`config.mk`:
```
export PLATFORM = sky130hd
export DESIGN_NAME = eth_mac_tx_framer
export DESIGN_NICKNAME = d
export VERILOG_FILES = /design/src/rtl/eth_mac_pkg.sv /design/src/rtl/eth_crc32_byte.sv /design/src/rtl/eth_mac_tx_framer.sv
export SDC_FILE = /design/constraint.sdc
export NUM_CORES = 1
export LEC_CHECK = 0
export ABC_AREA = 1
export CORE_MARGIN = 2
export CORE_UTILIZATION = 50
export DETAILED_ROUTE_END_ITERATION = 16
export PLACE_DENSITY_LB_ADDON = 0.25
export SYNTH_ARGS = -nofsm -noshare
export SYNTH_HDL_FRONTEND = slang
export SYNTH_HIERARCHICAL = 1
export SYNTH_SLANG_ARGS = --single-unit
```
`constraint.sdc`:
```
create_clock -name clk_125 -period 2.3 [get_ports clk_125]
set_input_delay 0.345 -clock clk_125 [delete_from_list [all_inputs] [get_ports clk_125]]
set_output_delay 0.345 -clock clk_125 [all_outputs]
set_load 0.01 [all_outputs]
```
`src/rtl/eth_mac_pkg.sv`:
```
// Shared constants and types for the Ethernet MAC transmit path.
// Latency: n/a (declarations only).
// Backpressure: n/a.
package eth_mac_pkg;

    localparam int unsigned MIN_PAYLOAD_BYTES = 60;
    localparam int unsigned IFG_BYTES         = 12;
    localparam int unsigned PREAMBLE_BYTES    = 7;

    localparam logic [7:0]  ETH_PREAMBLE_BYTE = 8'h55;
    localparam logic [7:0]  ETH_SFD_BYTE      = 8'hD5;

    localparam logic [31:0] CRC32_POLY        = 32'hEDB88320;
    localparam logic [31:0] CRC32_INIT        = 32'hFFFFFFFF;
    localparam logic [31:0] CRC32_RESIDUE     = 32'hDEBB20E3;

    typedef enum logic [2:0] {
        TX_IDLE,
        TX_PREAMBLE,
        TX_SFD,
        TX_PAYLOAD,
        TX_PAD,
        TX_FCS,
        TX_DRAIN,
        TX_IFG
    } tx_state_t;

endpackage

```
`src/rtl/eth_crc32_byte.sv`:
```
// Next-state CRC32 (reflected) for one data byte, LSB first.
// Latency: combinational.
// Backpressure: none; caller decides when to commit the result.
module eth_crc32_byte
    import eth_mac_pkg::*;
(
    input  logic [31:0] crc_i,
    input  logic [7:0]  data_i,
    output logic [31:0] crc_o
);

    // Fold the byte into the low bits, then shift eight times through the polynomial.
    always_comb begin
        logic [31:0] c;
        c = crc_i ^ {24'h0, data_i};
        for (int i = 0; i < 8; i++) begin
            c = c[0] ? ((c >> 1) ^ CRC32_POLY) : (c >> 1);
        end
        crc_o = c;
    end

endmodule

```
`src/rtl/eth_mac_tx_framer.sv`:
```
// Frames AXI-Stream payload into GMII bytes: preamble, SFD, payload, pad, FCS, IFG. Padding enabled by ETH_TX_PAD_EN.
// Latency: first 0x55 one cycle after tvalid is seen on a tx_ce cycle; every byte is registered.
// Backpressure: trdy follows tx_ce in PAYLOAD, is always high in DRAIN, low otherwise; output holds between tx_ce slots.
module eth_mac_tx_framer
    import eth_mac_pkg::*;
(
    input  logic       clk_125,
    input  logic       reset_n,
    input  logic [7:0] s_tx_axis_tdata,
    input  logic       s_tx_axis_tvalid,
    input  logic       s_tx_axis_tlast,
    output logic       s_tx_axis_trdy,
    input  logic       tx_ce,
    output logic [7:0] gmii_txd,
    output logic       gmii_tx_en,
    output logic       gmii_tx_er,
    output logic       tx_frame_done,
    output logic       tx_underrun
);

    localparam logic [10:0] CNT_MAX  = '1;
    localparam logic [10:0] PRE_LAST = 11'(PREAMBLE_BYTES);
    localparam logic [10:0] IFG_LAST = 11'(IFG_BYTES);
`ifdef ETH_TX_PAD_EN
    localparam logic [10:0] MIN_LEN  = 11'(MIN_PAYLOAD_BYTES);
`endif

    tx_state_t   state_q, state_d;
    logic [10:0] cnt_q, cnt_d, cnt_inc;
    logic [31:0] crc_q, crc_d, crc_next, fcs;
    logic [7:0]  txd_q, txd_d, crc_byte_in;
    logic        tx_en_q, tx_en_d;
    logic        tx_er_q, tx_er_d;
    logic        done_q, done_d;
    logic        underrun_q, underrun_d;

    // Pad bytes are zeros; only PAYLOAD feeds real data into the CRC.
    assign crc_byte_in = (state_q == TX_PAYLOAD) ? s_tx_axis_tdata : 8'h00;
    assign cnt_inc     = (cnt_q == CNT_MAX) ? cnt_q : cnt_q + 11'd1;
    assign fcs         = ~crc_q;

    eth_crc32_byte u_crc (
        .crc_i  (crc_q),
        .data_i (crc_byte_in),
        .crc_o  (crc_next)
    );

    assign s_tx_axis_trdy = ((state_q == TX_PAYLOAD) && tx_ce) || (state_q == TX_DRAIN);
    assign gmii_txd       = txd_q;
    assign gmii_tx_en     = tx_en_q;
    assign gmii_tx_er     = tx_er_q;
    assign tx_frame_done  = done_q;
    assign tx_underrun    = underrun_q;

    // Next-state and next-output decode; DRAIN runs every cycle, all else only on tx_ce slots.
    always_comb begin
        state_d    = state_q;
        cnt_d      = cnt_q;
        crc_d      = crc_q;
        txd_d      = txd_q;
        tx_en_d    = tx_en_q;
        tx_er_d    = tx_er_q;
        done_d     = 1'b0;
        underrun_d = 1'b0;
        if (state_q == TX_DRAIN) begin
            txd_d   = 8'h00;
            tx_en_d = 1'b0;
            tx_er_d = 1'b0;
            if (s_tx_axis_tvalid && s_tx_axis_tlast) begin
                state_d = TX_IFG;
                cnt_d   = '0;
            end
        end else if (tx_ce) begin
            txd_d   = 8'h00;
            tx_en_d = 1'b1;
            tx_er_d = 1'b0;
            case (state_q)
                TX_IDLE: begin
                    if (s_tx_axis_tvalid) begin
                        txd_d   = ETH_PREAMBLE_BYTE;
                        cnt_d   = 11'd1;
                        crc_d   = CRC32_INIT;
                        state_d = TX_PREAMBLE;
                    end else begin
                        tx_en_d = 1'b0;
                    end
                end
                TX_PREAMBLE: begin
                    txd_d = ETH_PREAMBLE_BYTE;
                    cnt_d = cnt_inc;
                    if (cnt_inc == PRE_LAST) state_d = TX_SFD;
                end
                TX_SFD: begin
                    txd_d   = ETH_SFD_BYTE;
                    cnt_d   = '0;
                    state_d = TX_PAYLOAD;
                end
                TX_PAYLOAD: begin
                    if (s_tx_axis_tvalid) begin
                        txd_d = s_tx_axis_tdata;
                        cnt_d = cnt_inc;
                        crc_d = crc_next;
                        if (s_tx_axis_tlast) begin
`ifdef ETH_TX_PAD_EN
                            if (cnt_inc < MIN_LEN) begin
                                state_d = TX_PAD;
                            end else begin
                                state_d = TX_FCS;
                                cnt_d   = '0;
                            end
`else
                            state_d = TX_FCS;
                            cnt_d   = '0;
`endif
                        end
                    end else begin
                        // FIFO ran dry mid-frame: poison this slot, then discard the rest.
                        tx_er_d    = 1'b1;
                        underrun_d = 1'b1;
                        state_d    = TX_DRAIN;
                    end
                end
`ifdef ETH_TX_PAD_EN
                TX_PAD: begin
                    cnt_d = cnt_inc;
                    crc_d = crc_next;
                    if (cnt_inc == MIN_LEN) begin
                        state_d = TX_FCS;
                        cnt_d   = '0;
                    end
                end
`endif
                TX_FCS: begin
                    txd_d = fcs[{cnt_q[1:0], 3'b000} +: 8];
                    cnt_d = cnt_q + 11'd1;
                    if (cnt_q[1:0] == 2'd3) begin
                        state_d = TX_IFG;
                        cnt_d   = '0;
                        done_d  = 1'b1;
                    end
                end
                TX_IFG: begin
                    tx_en_d = 1'b0;
                    cnt_d   = cnt_inc;
                    if (cnt_inc == IFG_LAST) begin
                        state_d = TX_IDLE;
                        cnt_d   = '0;
                    end
                end
                default: begin
                    tx_en_d = 1'b0;
                    state_d = TX_IDLE;
                end
            endcase
        end
    end

    // Registered FSM, counters, CRC and outputs; reset aborts any frame immediately.
    always_ff @(posedge clk_125 or negedge reset_n) begin
        if (!reset_n) begin
            state_q    <= TX_IDLE;
            cnt_q      <= '0;
            crc_q      <= CRC32_INIT;
            txd_q      <= '0;
            tx_en_q    <= 1'b0;
            tx_er_q    <= 1'b0;
            done_q     <= 1'b0;
            underrun_q <= 1'b0;
        end else begin
            state_q    <= state_d;
            cnt_q      <= cnt_d;
            crc_q      <= crc_d;
            txd_q      <= txd_d;
            tx_en_q    <= tx_en_d;
            tx_er_q    <= tx_er_d;
            done_q     <= done_d;
            underrun_q <= underrun_d;
        end
    end

endmodule

```
=== Yosys cells after proc, flatten, opt, wreduce, memory -nomap -nowiden ===
Cells that the tools add are included.
W data, S select, Z words.

* Bits in registers: 58
* Logic and storage cells: 102
* Input port bits: 13
* Output and inout bits: 13

* Equality and inequality tests: 19
* $add $sub $neg: 1
* Bitwise gates (word level): 11
* Mux-type cells: 51
* Reductions and logical operators: 11
* Shift-type cells: 1

{| class="wikitable"
|+ Operators with widths
! cell !! count
|-
| $mux W32 || 10
|-
| $not A13 Y14 || 8
|-
| $mux W11 || 9
|-
| $pmux W11 S6 || 1
|-
| $pmux W32 S2 || 1
|-
| $pmux W8 S5 || 1
|-
| $mux W8 || 4
|-
| $not A32 Y32 || 1
|-
| $shiftx A32 B6 Y8 || 1
|-
| $xor A32 B8 Y32 || 1
|-
| $mux W3 || 9
|-
| $pmux W3 S6 || 1
|-
| $mux W1 || 13
|-
| $ne A3 B3 Y1 const B || 4
|-
| $add A11 B1 Y11 const B || 1
|-
| $eq A11 B11 Y1 const B || 1
|-
| $eq A11 B3 Y1 const B || 1
|-
| $eq A11 B4 Y1 const B || 1
|-
| $reduce_and A5 Y1 || 2
|-
| $eq A3 B3 Y1 const B || 3
|-
| $mux W7 || 1
|-
| $reduce_and A7 Y1 || 1
|-
| $reduce_bool A7 Y1 || 1
|-
| $eq A3 B2 Y1 const B || 2
|-
| 13 further kinds || 16
|}

=== Longest topological paths before layout ===
* Depth after elaboration: 21
* Gate-level depth with buffers: 18
* Depth with buffers taken out: 17

=== Cells and area by module ===
The synthesis kept the hierarchy.

{| class="wikitable"
|+ Modules (own cells, without submodules)
! module !! cells each !! area each (µm²) !! seq. area each (µm²) !! instances
|-
| eth_mac_tx_framer || 450 || 3385.7 || 1491.4 || 1
|-
| eth_crc32_byte || 237 || 1301.2 || 0.0 || 1
|}

=== Worst setup path before layout ===
No wires, ideal clock.

* Path type: reg2reg
* Start: register state_q[0]
* End: register crc_q[23]
* Library setup time: 86 ps
* Stages on the path, launching flop included: 17
* Data required time: 2214 ps
* Period minus slack after synthesis: 2314 ps
* Arrival time: 2227 ps
* Buffers on the path: 1
* Slack: -14 ps
* Path through: dfrtp_1 nand2_1 nor2_1 inv_1 clkbuf_1 nor2_1 nor2_2 nor2_8 nand2_2 nand2_4 nand2_1 nand2_1 nand3_1 nand2_1 inv_1 o21ai_0 o21ai_0

* Elaborated cells between the ends (all ways): 26
* Those cells by class: eq/ne (4); mux (11); bitwise (8); reduce/logical (3)

{| class="wikitable"
|+ RTL lines
! what !! line !! source
|-
| start, declared || eth_mac_tx_framer.sv:28 || <nowiki>tx_state_t state_q, state_d;</nowiki>
|-
| start signal, assigned || eth_mac_tx_framer.sv:170 || <nowiki>state_q <= state_d;</nowiki>
|-
| $eq A3 B2 Y1 (*) || eth_mac_tx_framer.sv:38 || <nowiki>assign crc_byte_in = (state_q == TX_PAYLOAD) ? s_tx_axis_tdata : 8'h00;</nowiki>
|-
| $mux W8 (*) || eth_mac_tx_framer.sv:38 ||
|-
| named net crc_byte_in[1] || eth_mac_tx_framer.sv:31 || <nowiki>logic [7:0] txd_q, txd_d, crc_byte_in;</nowiki>
|-
| $xor A32 B8 Y32 (*) || eth_crc32_byte.sv:15 || <nowiki>c = crc_i ^ {24'h0, data_i};</nowiki>
|-
| $mux W32 (*) (3 in a row) || eth_crc32_byte.sv:17 || <nowiki>c = c[0] ? ((c >> 1) ^ CRC32_POLY) : (c >> 1);</nowiki>
|-
| $not A13 Y14 (no source line) || - ||
|-
| $mux W32 (*) || eth_crc32_byte.sv:17 ||
|-
| $not A13 Y14 (no source line) || - ||
|-
| $mux W32 (*) (2 in a row) || eth_crc32_byte.sv:17 ||
|-
| $not A13 Y14 (no source line) || - ||
|-
| $mux W32 (*) || eth_crc32_byte.sv:17 ||
|-
| $not A13 Y14 (no source line) || - ||
|-
| $mux W32 (*) || eth_crc32_byte.sv:17 ||
|-
| named net crc_next[23] || eth_mac_tx_framer.sv:30 || <nowiki>logic [31:0] crc_q, crc_d, crc_next, fcs;</nowiki>
|-
| $mux W32 (*) || eth_mac_tx_framer.sv:99 || <nowiki>if (s_tx_axis_tvalid) begin</nowiki>
|-
| $pmux W32 S2 (*) || eth_mac_tx_framer.sv:77 || <nowiki>case (state_q)</nowiki>
|-
| end signal, assigned || eth_mac_tx_framer.sv:172 || <nowiki>crc_q <= crc_d;</nowiki>
|-
| end, declared || eth_mac_tx_framer.sv:30 ||
|}

Mark *: on every way through the listed nets, which the timed path passes. The rest lies on a longest branch. The select of a mux whose other input is x is not followed.
A chain may end at the register's enable or synchronous reset.

=== Final worst setup path ===
Same ends and word-level chain as after synthesis.

==> results.sh <==
export IMPL_status="complete, no violations"
export IMPL_power_switching_uw=4790
export IMPL_seq_power_share_pct=20.7
export IMPL_dieWidth_um=101
export IMPL_worstPathCellList="nand2_2 -> nor2_4 -> inv_6 -> nor2_4 -> xnor2_2 -> nand2_1 -> nand2_4 -> nand2_1 -> nand2_1 -> nand3_1 -> nand2_1 -> inv_1 -> o21ai_0 -> o21ai_0"
export IMPL_top_layer="met4"
export IMPL_ys_ff_latch=58
export IMPL_ir_drop_uv=893
export IMPL_syn_area_um2=4690
export IMPL_reg2regPathDepth=14
export IMPL_start_util_pct=51.2
export IMPL_clock_root_buffer="clkbuf_8"
export IMPL_ys_seq_area_share_pct=31.8
export IMPL_drv_slew=0
export IMPL_synth_common_cells="185 x nand2_1, 81 x inv_1, 74 x nor2_1"
export IMPL_yosysTopAreaCell="dfstp_2"
export IMPL_grt_pass1_wl_um=22000
export IMPL_numClockSinks=58
export IMPL_hold_path_class="in2async"
export IMPL_synthTopCellsByArea="dfstp_2 18%, nand2_1 15%, dfrtp_1 14%"
export IMPL_final_cell_area_um2=5620
export IMPL_wl_met1_um=6050
export IMPL_path_delay_family="simple AND/OR/NAND/NOR gates"
export IMPL_finalWorstSetupSlack_ns=0.143
export IMPL_report_power_total_uw=9430
export IMPL_p_per_area_nw_per_um2=1680
export IMPL_port_buffers=25
export IMPL_antenna_cells=0
export IMPL_p_sw_share_pct=50.8
export IMPL_period_share_pct=93.8
export IMPL_synth_async_reset_ratio_pct=100
export IMPL_p_int_uw=4630
export IMPL_worstPathArrival_ns=2.42
export IMPL_clk_pin_slew_worst_paths_ns=0.08
export IMPL_coreArea_um2=9150
export IMPL_p_leak_uw=0.00271
export IMPL_final_nets=761
export IMPL_cts_htree_levels=3
export IMPL_grt_max_degree=65
export IMPL_drt_iter0_drc=377
export IMPL_firstDrtPassIters=7
export IMPL_cp_buffers_inverters=2
export IMPL_timing_rr_end="crc_q[23]"
export IMPL_finalSetupViolCount=0
export IMPL_regToRegSetupSlack_ns=0.14
export IMPL_vias=4776
export IMPL_hold_violations=0
export IMPL_hpwl_um=9720
export IMPL_clkLatencyLatePin_ns=0.35
export IMPL_critPathMaxStageDelay_ns=0.40
export IMPL_path_class="reg2reg"
export IMPL_die_area_um2=10200
export IMPL_yosysTopAreaCellShare_pct=17.9
export IMPL_drcViolationCount=0
export IMPL_synth_flop_cell="dfstp_2"
export IMPL_crit_fanout=10
export IMPL_placed_cell_area_um2=5310
export IMPL_ys_types=38
export IMPL_postRouteAntennaNets=0
export IMPL_io_pins=26
export IMPL_routed_wl_um=13600
export IMPL_fin_skew_ns=0.0123
export IMPL_synth_enable_flop_cells=0
export IMPL_slew_limit_headroom_pct=58.4
export IMPL_cts_tree="built"
export IMPL_worst_ep_required_time_ns=2.56
export IMPL_grt_usage_pct=27.8
export IMPL_cts_buffers=9
export IMPL_fin_crit_ns=2.16
export IMPL_gp_congestion=0.998
export IMPL_synthesis_nets=702
export IMPL_rsz0062_at_grt="true"
export IMPL_worstMarginPinSlew_ns=0.624
export IMPL_holdBufCountCts=0
export IMPL_die_y_um=101
export IMPL_drive_gt1_share_pct=21.8
export IMPL_place_ws_ns=-0.0938
export IMPL_endpoint_kind="register"
export IMPL_p_comb_share_pct=67.9
export IMPL_r2r_start="state_q[0]"
export IMPL_critPathSlowestCell="dfrtp_1"
export IMPL_areaGrowthSynthToFinish_pct=19.8
export IMPL_crit_path_start_kind="register"
export IMPL_cts_buffer_depth=2
export IMPL_crit_top_cell="nand2_1"
export IMPL_routed_via_density=5.54
export IMPL_ys_warn_count=6
export IMPL_grt_pass1_vias=4412
export IMPL_synth_cells=687
export IMPL_wl_per_cell_um=15.7
export IMPL_syn_avg_cell_area_um2=6.82
export IMPL_maxCapViolCount=0
export IMPL_hold_slack_ns=0.0218
export IMPL_wl_met2_um=6240
export IMPL_yosysMostFrequentCell="nand2_1"
export IMPL_clockPowerShare_pct=11.5
export IMPL_grt_ovfl_total=0
export IMPL_antenna_found_initial=0
export IMPL_wl_met3_um=1090
export IMPL_fmax_mhz=464
export IMPL_placement_rows=35
## timing repair
| item | in CTS | in global routing |
|---|---|---|
| pin swaps | 0 | 5 |
| endpoints found under the setup margin | 14 | 33 |
| setup buffers | 0 | 3 |
| resized for setup | 2 | 24 |
## placed cells by master (no fill, tap or decap), types with 11 or more instances in the layout
cell and instances:
nand2_1 181, dfrtp_1 26, nand2_4 12, nor2_1 64
o211ai_1 11, a21oi_1 34, clkdlybuf4s50_1 23, dfstp_2 32
buf_4 40, inv_1 80, xor2_1 40, nand2_2 20
o21ai_0 58, nand3_1 40
## layer usage
layer	GRT usage (%)	vias up
li1	-	2304
met1	39.5	2229
met2	44.2	221
met3	4.99	22
met4	6.32	0
met5	0	-
## kinds of logic after synthesis
| kind of cell | Yosys count | share of synthesized area, % |
|---|---|---|
| simple gates | 349 | 33.7 |
| flops | 58 | 31.8 |
| xor+xnor | 48 | 9.69 |
| fa+ha+maj | 2 | 0.534 |
| compound gates | 116 | 13.5 |
| buf+inv | 107 | 9.13 |
| mux | 7 | 1.68 |
## how the worst max path moves through the flow
stage | start | endpoint | slack (ns) | depth (start not counted)
after floorplan | state_q[0] | crc_q[23] | 0.08 | 16
after global placement | s_tx_axis_tdata[0] | crc_q[19] | -0.07 | 15
after detailed placement | s_tx_axis_tdata[0] | crc_q[19] | -0.09 | 15
after CTS | state_q[0] | crc_q[19] | 0.003 | 16
after global routing | state_q[0] | crc_q[24] | -0.02 | 16
final | state_q[0] | crc_q[23] | 0.14 | 14
## power groups by stage
stage	Sequential [uW]	Clock, uW	Combinational (uW)
global placement	1930	0	5950
finish	1950	1080	6400
global route	2000	1140	7060
detailed placement	1940	0	6070
CTS	1930	1090	6120
floorplan	1900	0	4260
## sequential cells by signal, summed over array words and instances, names as in the netlist
| register | cells |
|---|---|
| gmii_tx_en | 1 |
| gmii_tx_er | 1 |
| gmii_txd | 8 |
| cnt_q | 11 |
| crc_q | 32 |
| tx_underrun | 1 |
| state_q | 3 |
| tx_frame_done | 1 |
## layout make-up
| cell class | instances | area (um2) |
|---|---|---|
| clock buffers | 9 | 124 |
| repair buffers | 68 | 596 |
| multi-input cells | 522 | 2840 |
| fillers | 813 | 3540 |
| flip-flops and latches | 58 | 1490 |
| clock inverters | 7 | 93.8 |
| well taps | 111 | 139 |
| inverters | 87 | 332 |
## stage by stage
| step | TNS (ns) | std cells | utilization, % |
|---|---|---|---|
| floorplan | 0 | 687 | - |
| global placement | -0.124 | 843 | 58.0 |
| detailed placement | -0.219 | 843 | 58.0 |
| CTS | 0 | 859 | 60.3 |
| global route | -0.0375 | 862 | 61.4 |
| finish | 0 | 862 | 61.4 |
No activity file was read; power rests on OpenSTA's default activity.
